## config.mk

```make
export PLATFORM = sky130hd
export DESIGN_NAME = seq_gen
export DESIGN_NICKNAME = d
export VERILOG_FILES = /design/src/rtl/seq_gen.sv
export SDC_FILE = /design/constraint.sdc
export NUM_CORES = 1
export LEC_CHECK = 0
export ABC_AREA = 1
export CAP_MARGIN = 20
export CORE_MARGIN = 2
export CORE_UTILIZATION = 57
export CTS_CLUSTER_DIAMETER = 120
export DETAILED_ROUTE_END_ITERATION = 6
export GPL_ROUTABILITY_DRIVEN = 0
export PLACE_DENSITY = 0.95
export SLEW_MARGIN = 20
export SYNTH_ARGS = -nofsm -noshare
export SYNTH_HDL_FRONTEND = slang
export SYNTH_SLANG_ARGS = --single-unit
```

## constraint.sdc

```tcl
create_clock -name clk -period 2.5 [get_ports clk]
set_input_delay 0.375 -clock clk [delete_from_list [all_inputs] [get_ports clk]]
set_output_delay 0.375 -clock clk [all_outputs]
set_load 0.1 [all_outputs]
```

## src/rtl/seq_gen.sv

```systemverilog
// Serial pattern generator: sends an 8-bit pattern MSB first, rep+1 times back to back,
// then pulses done for one cycle. Moore FSM; every output is decoded from registered state.
module seq_gen (
    input  logic       clk,
    input  logic       reset,
    input  logic       start,
    input  logic [7:0] pattern,
    input  logic [3:0] rep,
    output logic       a,
    output logic       valid,
    output logic       busy,
    output logic       done
);

    typedef enum logic [1:0] {
        IDLE = 2'b00,
        SEND = 2'b01,
        DONE = 2'b10
    } state_e;

    state_e     state_q, state_d;
    logic [7:0] shreg_q, shreg_d;
    logic [7:0] patt_q, patt_d;
    logic [2:0] bit_cnt_q, bit_cnt_d;
    logic [3:0] rep_cnt_q, rep_cnt_d;

    logic last_bit;
    assign last_bit = (bit_cnt_q == 3'd0);

    // State register.
    // NOTE: sequential state uses non-blocking assignments so every register samples pre-edge values.
    always_ff @(posedge clk or posedge reset) begin
        if (reset) begin
            state_q <= IDLE;
        end else begin
            state_q <= state_d;
        end
    end

    // Next-state logic; the unused code 2'b11 falls into default and returns to IDLE.
    // NOTE: state_d gets a default before the case so no path can infer a latch.
    always_comb begin
        state_d = IDLE;
        case (state_q)
            IDLE:    state_d = start ? SEND : IDLE;
            SEND:    state_d = (last_bit && (rep_cnt_q == 4'd0)) ? DONE : SEND;
            DONE:    state_d = IDLE;
            default: state_d = IDLE;
        endcase
    end

    // Output decode from registered state only.
    always_comb begin
        a     = 1'b1;
        valid = 1'b0;
        busy  = 1'b0;
        done  = 1'b0;
        case (state_q)
            SEND: begin
                a     = shreg_q[7];
                valid = 1'b1;
                busy  = 1'b1;
            end
            DONE: begin
                busy = 1'b1;
                done = 1'b1;
            end
            default: ;
        endcase
    end

    // Datapath next-state: capture on accepted start, shift/reload while sending.
    always_comb begin
        shreg_d   = shreg_q;
        patt_d    = patt_q;
        bit_cnt_d = bit_cnt_q;
        rep_cnt_d = rep_cnt_q;
        case (state_q)
            IDLE: begin
                if (start) begin
                    patt_d    = pattern;
                    shreg_d   = pattern;
                    rep_cnt_d = rep;
                    bit_cnt_d = 3'd7;
                end
            end
            SEND: begin
                if (!last_bit) begin
                    shreg_d   = {shreg_q[6:0], 1'b0};
                    bit_cnt_d = bit_cnt_q - 3'd1;
                end else if (rep_cnt_q != 4'd0) begin
                    // Reload with no gap cycle between repetitions.
                    shreg_d   = patt_q;
                    bit_cnt_d = 3'd7;
                    rep_cnt_d = rep_cnt_q - 4'd1;
                end else begin
                    shreg_d = {shreg_q[6:0], 1'b0};
                end
            end
            default: ;
        endcase
    end

    always_ff @(posedge clk or posedge reset) begin
        if (reset) begin
            shreg_q   <= 8'h00;
            patt_q    <= 8'h00;
            bit_cnt_q <= 3'd0;
            rep_cnt_q <= 4'd0;
        end else begin
            shreg_q   <= shreg_d;
            patt_q    <= patt_d;
            bit_cnt_q <= bit_cnt_d;
            rep_cnt_q <= rep_cnt_d;
        end
    end

endmodule

```

# Word level (Yosys, flattened, before mapping)

Index checks and enable logic that the tools add are counted.

Add/subtract/negate cells: 2
Eq/ne operators: 6
Reductions and logical operators: 11
Muxes and demuxes: 19

Operators by type and width:

| cell                                                                   | count |
|---|---|
| 8-bit two-way mux                                                      | 3 |
| 8-bit one-hot mux with 2 select lines                                  | 1 |
| 4-bit two-way mux                                                      | 3 |
| 3-bit two-way mux                                                      | 3 |
| 4-bit one-hot mux with 2 select lines                                  | 1 |
| 2-bit != test (second input constant)                                  | 3 |
| 3-bit one-hot mux with 2 select lines                                  | 1 |
| 1-bit two-way mux                                                      | 5 |
| 4-bit zero test                                                        | 1 |
| 2-bit one-hot mux with 2 select lines                                  | 1 |
| 2-bit AND reduction                                                    | 2 |
| 4-bit AND reduction                                                    | 1 |
| 4-bit nonzero test                                                     | 1 |
| 4-bit by 1-bit subtractor with 4-bit output (second input constant)    | 1 |
| 3-bit zero test                                                        | 1 |
| 3-bit != test (second input constant)                                  | 1 |
| 3-bit AND reduction                                                    | 1 |
| 3-bit by 1-bit subtractor with 3-bit output (second input constant)    | 1 |
| 2-bit by 1-bit equality test with 1-bit output (second input constant) | 1 |
| 2-bit equality test (second input constant)                            | 1 |
| 2-bit zero test                                                        | 1 |
| 2-bit two-way mux                                                      | 1 |
| 2-bit nonzero test                                                     | 1 |
| 2-bit OR reduction                                                     | 1 |
| 1-bit logical AND                                                      | 1 |

Word-level logic and storage cells: 43
Output and inout bits: 4
Bits of input ports: 15
Register bits after elaboration: 25

# Logic depth before layout (Yosys ltp)

Gate-level depths: netlist of the first run.

Word-level depth: 4
Mapped depth: 9
Mapped depth without buffers: 9

# Least setup slack after synthesis of the first run

Ideal clock, no wire load.

Path type: register to output
From: register state_q[1]
To: output a
Required time: 2125 ps
Path slack: -123 ps
Path buffers: 1
Cell stages (with the launch flop): 6
Data arrival time: 2248 ps
Cells stage by stage: dfrtp_1 inv_1 ha_1 inv_2 clkbuf_1 or2_2

Word-level cells in the longest chain between the ends: 2

Ends and longest elaborated chain:

| item                                           | line | source |
|---|---|---|
| from (decl)                                    | 21   | `state_e state_q, state_d;` |
| from (signal assigned)                         | 36   | `state_q <= state_d;` |
| 2-bit by 1-bit equality test with 1-bit output | 58   | `case (state_q)` |
| 1-bit two-way mux                              | 58   |  |
| to (decl)                                      | 9    | `output logic a,` |

Every way passes these cells.

# Final worst setup path of the first run

Same ends and word-level chain as after synthesis.

==> flow_metrics.py, run 1 <==
metrics = {
    "status": {
        "run_status": "finished, final reports clean",
    },
    "floorplanning": {
        "die_width_microns": 52.7,
        "rows": 17,
        "dieArea_sq_um": 2770,
        "dieHeight_microns": 52.7,
        "initial_core_util_pct": 60.4,
        "core_area_sq_um": 2230,
        "ios": 19,
    },
    "global_routing": {
        "grtUsageMet1_pct": 25.9,
        "antenna_found_initial": 0,
        "grt_pass1_wl_mm": 4.57,
        "grt_usage_pct": 22.4,
        "use_met2_pct": 40.6,
        "grt_start_max_net_pins": 26,
        "grt_busiest_layer": "met2",
        "grt_util_met3_pct": 2.57,
        "grt_overflow": 0,
        "grt_pass1_vias": 1112,
    },
    "timing": {
        "max_freq_mhz": 433,
        "slew_violations": 0,
        "tns_ns": 0,
        "finClkSkew_ns": 0.00410,
        "slew_headroom_pct": 74.3,
        "setup_viol": 0,
        "hold_viol_final": 0,
        "period_needed_ns": 2.31,
        "worstMarginPinSlew_ns": 0.385,
        "post-route-period-util_pct": 92.3,
        "rsz0062_at_grt": "no",
    },
    "setup_path": {
        "critPathLaunchType": "flop",
        "path_class": "flop to output pin",
        "timing.critical_path.arrival_ns": 1.93,
        "cpMaxStageDelayCell": "dfrtp_1",
        "crit_buf_inv": 3,
        "required_ns": 2.12,
        "endpoint_kind": "output pin",
        "crit_family": "buffers and inverters",
        "crit_path_max_fanout": 17,
        "ff2ff_path_depth": 8,
        "slowest_delay_ns": 0.40,
        "crit_chain": "inv_1, ha_2, inv_2, or2_2, buf_12",
        "worst-path-stages": 5,
    },
    "power": {
        "switchingPower_mw": 0.131,
        "cellLeakagePower_nw": 0.840,
        "intPower_mw": 0.487,
        "seqPwrFrac_pct": 65.4,
        "p_per_area_nw_per_um2": 386,
        "switching_share_pct": 21.2,
        "p_comb_share_pct": 5.5,
        "peakVddDrop_v": 0.000309,
        "clkPwrFrac_pct": 29.1,
    },
    "finish": {
        "fillers": 164,
        "diodes": 0,
        "seqCellArea_sq_um": 626,
        "syn_to_final_growth_pct": 18.5,
        "drive_gt1_share_pct": 11.8,
        "multi_input_area_sq_um": 599,
        "stdcell_count": 223,
        "fin_area_sq_um": 1600,
        "layout.nets": 217,
    },
    "clocking": {
        "post_cts_resized": 0,
        "hold_buffers": 0,
        "path_clk_slew_ns": 0.13,
        "htree_levels": 1,
        "cts_tree": "done",
        "insertion_delay_ns": 0.32,
        "cts.sinks": 25,
        "cts_setup_buffers": 0,
        "cts_buffers": 3,
        "cts.path.max_buffers": 2,
        "cts_root_buf": "clkbuf_4",
    },
    "route": {
        "routed_via_density": 5.40,
        "drt_pass1_iterations": 5,
        "avgRoutedWirePerCell_microns": 12.7,
        "drc": 0,
        "drt_iter0_markers": 24,
        "antenna_left": 0,
        "via_count": 1205,
        "wl_mm": 2.83,
    },
    "synthesis": {
        "ys_warn_count": 0,
        "synth-edff-count": 0,
        "syn_inst": 174,
        "synth_nets": 195,
        "synth_top_cell_area_share_pct": 46.3,
        "synthTopCellsByCount": "inv_1 (27), nand2_1 (27), dfrtp_1 (25), a21oi_1 (22), nor2_1 (21)",
        "ys_ff_latch": 25,
        "synth_area_leaders": "dfrtp_1 (46%), a21oi_1 (8.2%), inv_1 (7.5%)",
        "syn_avg_cell_area_sq_um": 7.76,
        "yosysUniqueCellTypes": 21,
        "synth_area_leader_cell": "dfrtp_1",
        "synth_area_sq_um": 1350,
        "synth_ff_type": "dfrtp_1",
        "synthArstFlopShare_pct": 100,
        "seq_area_frac_synth_pct": 46.3,
    },
    "placed_design": {
        "placed_cell_area_sq_um": 1570,
        "dp.cells": 219,
        "dp_hpwl_mm": 2.10,
        "portBuffers": 18,
    },
    "hold_path": {
        "hold_class": "primary input to async pin",
    },
    "job": {
        "maxCapViolations": 0,
    },
}
==> power by group through the flow <==
stage	logic [mW]	clock network, mW	registers (mW)
3_3_place_gp	0.0335	0	0.412
4_1_cts	0.0344	0.182	0.404
3_5_place_dp	0.0343	0	0.412
5_1_grt	0.0363	0.200	0.405
2_1_floorplan	0.00620	0	0.412
6_report	0.0339	0.180	0.404
==> kinds of logic after synthesis <==
family,synth area share (%)
DFF,46.3
buffers and inverters,9.45
and+or+nand+nor,23.8
adders and majority gates,5.56
AOI/OAI and AO/OA,13.3
muxes,1.58
==> path summary, 6_finish.rpt <==
path                                          start                        to  slack [ns]
max                            state_q[1]$_DFF_PP0_                         a        0.19
min                                           reset      state_q[0]$_DFF_PP0_        0.38
max reg2reg                    state_q[1]$_DFF_PP0_  rep_cnt_q[3]$_DFFE_PP0P_        0.58
min reg2reg                bit_cnt_q[1]$_DFFE_PP0P_  bit_cnt_q[1]$_DFFE_PP0P_        0.52
max in group asynchronous                     reset     patt_q[4]$_DFFE_PP0P_        1.87
min in group clk           bit_cnt_q[1]$_DFFE_PP0P_  bit_cnt_q[1]$_DFFE_PP0P_        0.52
==> worst register-to-register path, stage by stage, from the launching register on <==
cell and delay (ns):
dfrtp_1 0.40, inv_1 0.08, ha_2 0.40, inv_2 0.21, o21ai_2 0.19, inv_2 0.12
a21oi_2 0.25, nand3_1 0.13, nand2_1 0.09
==> routing by layer <==
| metal | vias to the layer above | share of wire [%] |
|---|---|---|
| met5 | - | 0 |
| met4 | 0 | 1.6 |
| met3 | 4 | 4.9 |
| met2 | 40 | 53 |
| met1 | 567 | 40 |
| li1 | 594 | - |
==> metrics by stage <==
step	power (mW)	setup WS [ns]	hold WS, ns	util (%)
after global placement	0.446	0.608	0.468	70.5
after global routing	0.641	0.0872	0.411	71.7
final	0.618	0.192	0.381	71.7
after detailed placement	0.446	0.565	0.490	70.5
after CTS	0.621	0.192	0.391	71.7
after floorplan	0.418	0.247	0.402	-
==> flip-flops by register name (all words and copies together) (netlist names) <==
name	cells
shreg_q	8
rep_cnt_q	4
bit_cnt_q	3
patt_q	8
state_q	2
==> area by class of cell <==
| class | instances | area share (%) |
|---|---|---|
| Tap cell | 28 | 2.19 |
| Inverter | 29 | 6.80 |
| Sequential cell | 25 | 39.1 |
| Timing Repair Buffer | 21 | 12.8 |
| Clock buffer | 4 | 1.64 |
| Multi-Input combinational cell | 116 | 37.5 |
==> cell usage in the layout, fill, tap and decap left out, types with 3 or more instances in the layout <==
cell	n
inv_1	27
nand2_1	27
dfrtp_1	25
a21oi_1	22
nor2_1	21
nand3_1	17
clkdlybuf4s50_1	14
o21ai_0	9
buf_4	6
ha_1	5
nand2_2	3
or2_2	3
clkbuf_4	3
No activity file was read; power rests on OpenSTA's default activity.
==> run 2, diff against run 1 <==
--- a/config.mk
+++ b/config.mk
@@ -5,10 +5,10 @@
 export SDC_FILE = /design/constraint.sdc
 export NUM_CORES = 1
 export LEC_CHECK = 0
-export ABC_AREA = 1
+export ABC_AREA = 0
 export CAP_MARGIN = 20
-export CORE_MARGIN = 2
-export CORE_UTILIZATION = 57
+export CORE_MARGIN = 10
+export CORE_UTILIZATION = 58
 export CTS_CLUSTER_DIAMETER = 120
 export DETAILED_ROUTE_END_ITERATION = 6
 export GPL_ROUTABILITY_DRIVEN = 0
==> flow_metrics.py, run 2 <==
metrics = {
    "clocking": {
        "insertion_delay_ns": 0.32,
        "cts_buffers": 3,
        "htree_levels": 1,
        "path_clk_slew_ns": 0.14,
        "post_cts_resized": 0,
        "hold_buffers": 0,
        "cts.sinks": 25,
        "cts_tree": "done",
        "cts_root_buf": "clkbuf_4",
        "cts.path.max_buffers": 2,
        "cts_setup_buffers": 0,
    },
    "synthesis": {
        "synth_area_sq_um": 1400,
        "yosysUniqueCellTypes": 33,
        "seq_area_frac_synth_pct": 44.6,
        "synthMostInstantiatedCell": "dfrtp_1",
        "synthTopCellsByCount": "dfrtp_1 (25), nor2_1 (22), o21ai_0 (13), nor2b_1 (12)",
        "synth_ff_type": "dfrtp_1",
        "synth_area_leader_cell": "dfrtp_1",
        "synth-edff-count": 0,
        "synth_nets": 170,
        "synthArstFlopShare_pct": 100,
        "synth_top_cell_area_share_pct": 44.6,
        "syn_avg_cell_area_sq_um": 9.40,
        "ys_warn_count": 0,
        "synth_area_leaders": "dfrtp_1 (45%), mux2_2 (6.4%), nor2_1 (5.9%)",
        "ys_ff_latch": 25,
        "syn_inst": 149,
    },
    "finish": {
        "layout.nets": 188,
        "drive_gt1_share_pct": 13.9,
        "stdcell_count": 194,
        "syn_to_final_growth_pct": 15.7,
        "diodes": 0,
        "fin_area_sq_um": 1620,
        "final_cell_mix": "dfrtp_1 (25), nor2_1 (22), clkdlybuf4s50_1 (14), o21ai_0 (13), nor2b_1 (12)",
        "layout_commonest_cell": "dfrtp_1",
        "top_regs": "patt_q (8), shreg_q (8), rep_cnt_q (4)",
    },
    "global_routing": {
        "grtUsageMet1_pct": 14.3,
        "use_met2_pct": 20.1,
        "grt_usage_pct": 12.1,
        "grt_busiest_layer": "met2",
        "grt_start_max_net_pins": 26,
        "grt_pass1_vias": 1147,
        "grt_pass1_wl_mm": 5.07,
        "antenna_found_initial": 0,
        "grt_overflow": 0,
        "grt_util_met3_pct": 4.28,
    },
    "setup_path": {
        "r2r-start": "state_q[0]$_DFF_PP0_",
        "crit_start": "state_q[0]$_DFF_PP0_",
        "path_class": "flop to flop",
        "crit_path_max_fanout": 18,
        "critPathLaunchType": "flop",
        "endpoint_kind": "flop",
        "timing.critical_path.arrival_ns": 2.33,
        "required_ns": 2.72,
        "rrSetupSlack_ns": 0.40,
    },
    "route": {
        "wl_mm": 2.93,
        "drt_iter0_markers": 60,
        "antenna_left": 0,
        "drc": 0,
        "avgRoutedWirePerCell_microns": 15.1,
        "drt_pass1_iterations": 4,
        "via_count": 1144,
        "routed_via_density": 5.90,
    },
    "timing": {
        "timing.hold.ws_ns": 0.382,
        "hold_viol_final": 0,
        "slew_violations": 0,
        "rsz0062_at_grt": "no",
        "finClkSkew_ns": 0.00336,
        "slew_headroom_pct": 60.8,
        "setup_viol": 0,
        "max_freq_mhz": 475,
        "tns_ns": 0,
        "post-route-period-util_pct": 84.2,
        "period_needed_ns": 2.10,
        "worstMarginPinSlew_ns": 0.587,
    },
    "placed_design": {
        "dp_hpwl_mm": 2.11,
        "portBuffers": 18,
        "dp.cells": 190,
        "placed_cell_area_sq_um": 1590,
    },
    "floorplanning": {
        "ios": 19,
        "dieHeight_microns": 69.2,
        "core_area_sq_um": 2250,
        "dieArea_sq_um": 4780,
        "rows": 17,
        "die_width_microns": 69.2,
        "initial_core_util_pct": 62.2,
    },
    "power": {
        "cellLeakagePower_nw": 0.714,
        "p_per_area_nw_per_um2": 1330,
        "peakVddDrop_v": 0.00108,
    },
    "job": {
        "maxCapViolations": 0,
    },
    "hold_path": {
        "hold_class": "primary input to async pin",
    },
    "status": {
        "run_status": "finished, final reports clean",
    },
}
==> run 2: changes by cell type after synthesis, sizes merged, moves of 7 or more <==
| cell | delta |
|---|---|
| nand2 | -22 |
| inv | -21 |
| a21oi | -19 |
| nand3 | -14 |
| nor2b | +12 |
| a221oi | +8 |
| mux2 | +7 |
==> run 2: worst paths after layout <==
path	depth (start not counted)	endpoint
setup reg to reg	6	rep_cnt_q[3]$_DFFE_PP0P_
setup / recovery	6	rep_cnt_q[3]$_DFFE_PP0P_
hold / removal	3	rep_cnt_q[2]$_DFFE_PP0P_
hold reg to reg	1	bit_cnt_q[0]$_DFFE_PP0P_
max in group asynchronous	3	bit_cnt_q[2]$_DFFE_PP0P_
min in group clk	1	bit_cnt_q[0]$_DFFE_PP0P_
==> run 2: cells by family (layout without fill, tap and decap cells) <==
logic type               Yosys count  after routing  share of synthesized area (%)
AO/OA/AOI/OAI                     35             35                           17.2
adder cells (fa/ha/maj)            6              6                           5.36
buffers and inverters             15             32                           4.46
flip-flops                        25             25                           44.6
multiplexers                       9              9                           7.14
AND/OR/NAND/NOR                   59             59                           21.2
==> run 2: worst max-delay path, cell delays in order, from the launching register on <==
cell and delay, ns:
dfrtp_1 0.42, inv_1 0.09, ha_1 0.53, mux2i_1 0.49
nor4_1 0.11, a221oi_1 0.29, nor3_1 0.08
==> run 2: power by group <==
part / leakage, nW / switching [mW] / internal (mW) / total, mW
combinational: 0.399 / 0.757 / 0.473 / 1.23
clock: 0.0139 / 0.125 / 0.0612 / 0.186
sequential: 0.301 / 0.140 / 0.608 / 0.748
total: 0.714 / 1.02 / 1.14 / 2.16
==> run 2: area by class of cell <==
| cell class | count | area [sq um] |
|---|---|---|
| Clock buffer | 3 | 22.5 |
| Clock inverter | 1 | 7.51 |
| Fill cell | 181 | 633 |
| Inverter | 8 | 30.0 |
| Multi-Input combinational cell | 109 | 716 |
| Sequential cell | 25 | 626 |
| Tap cell | 28 | 35.0 |
| Timing Repair Buffer | 20 | 185 |
==> run 2: layer usage <==
layer / share of wire [%] / wire length (microns)
met5: 0 / 0
met4: 1.5 / 45
met3: 5.8 / 171
met2: 48 / 1410
met1: 45 / 1310
==> run 2: through the flow <==
stage                     setup WS [ns]  util (%)  power [mW]
after global routing              0.309      71.9        2.36
after global placement            0.514      70.6        1.93
after CTS                         0.445      71.9        2.17
after detailed placement          0.478      70.6        1.98
final                             0.396      71.9        2.16
after floorplan                   0.231         -        1.73
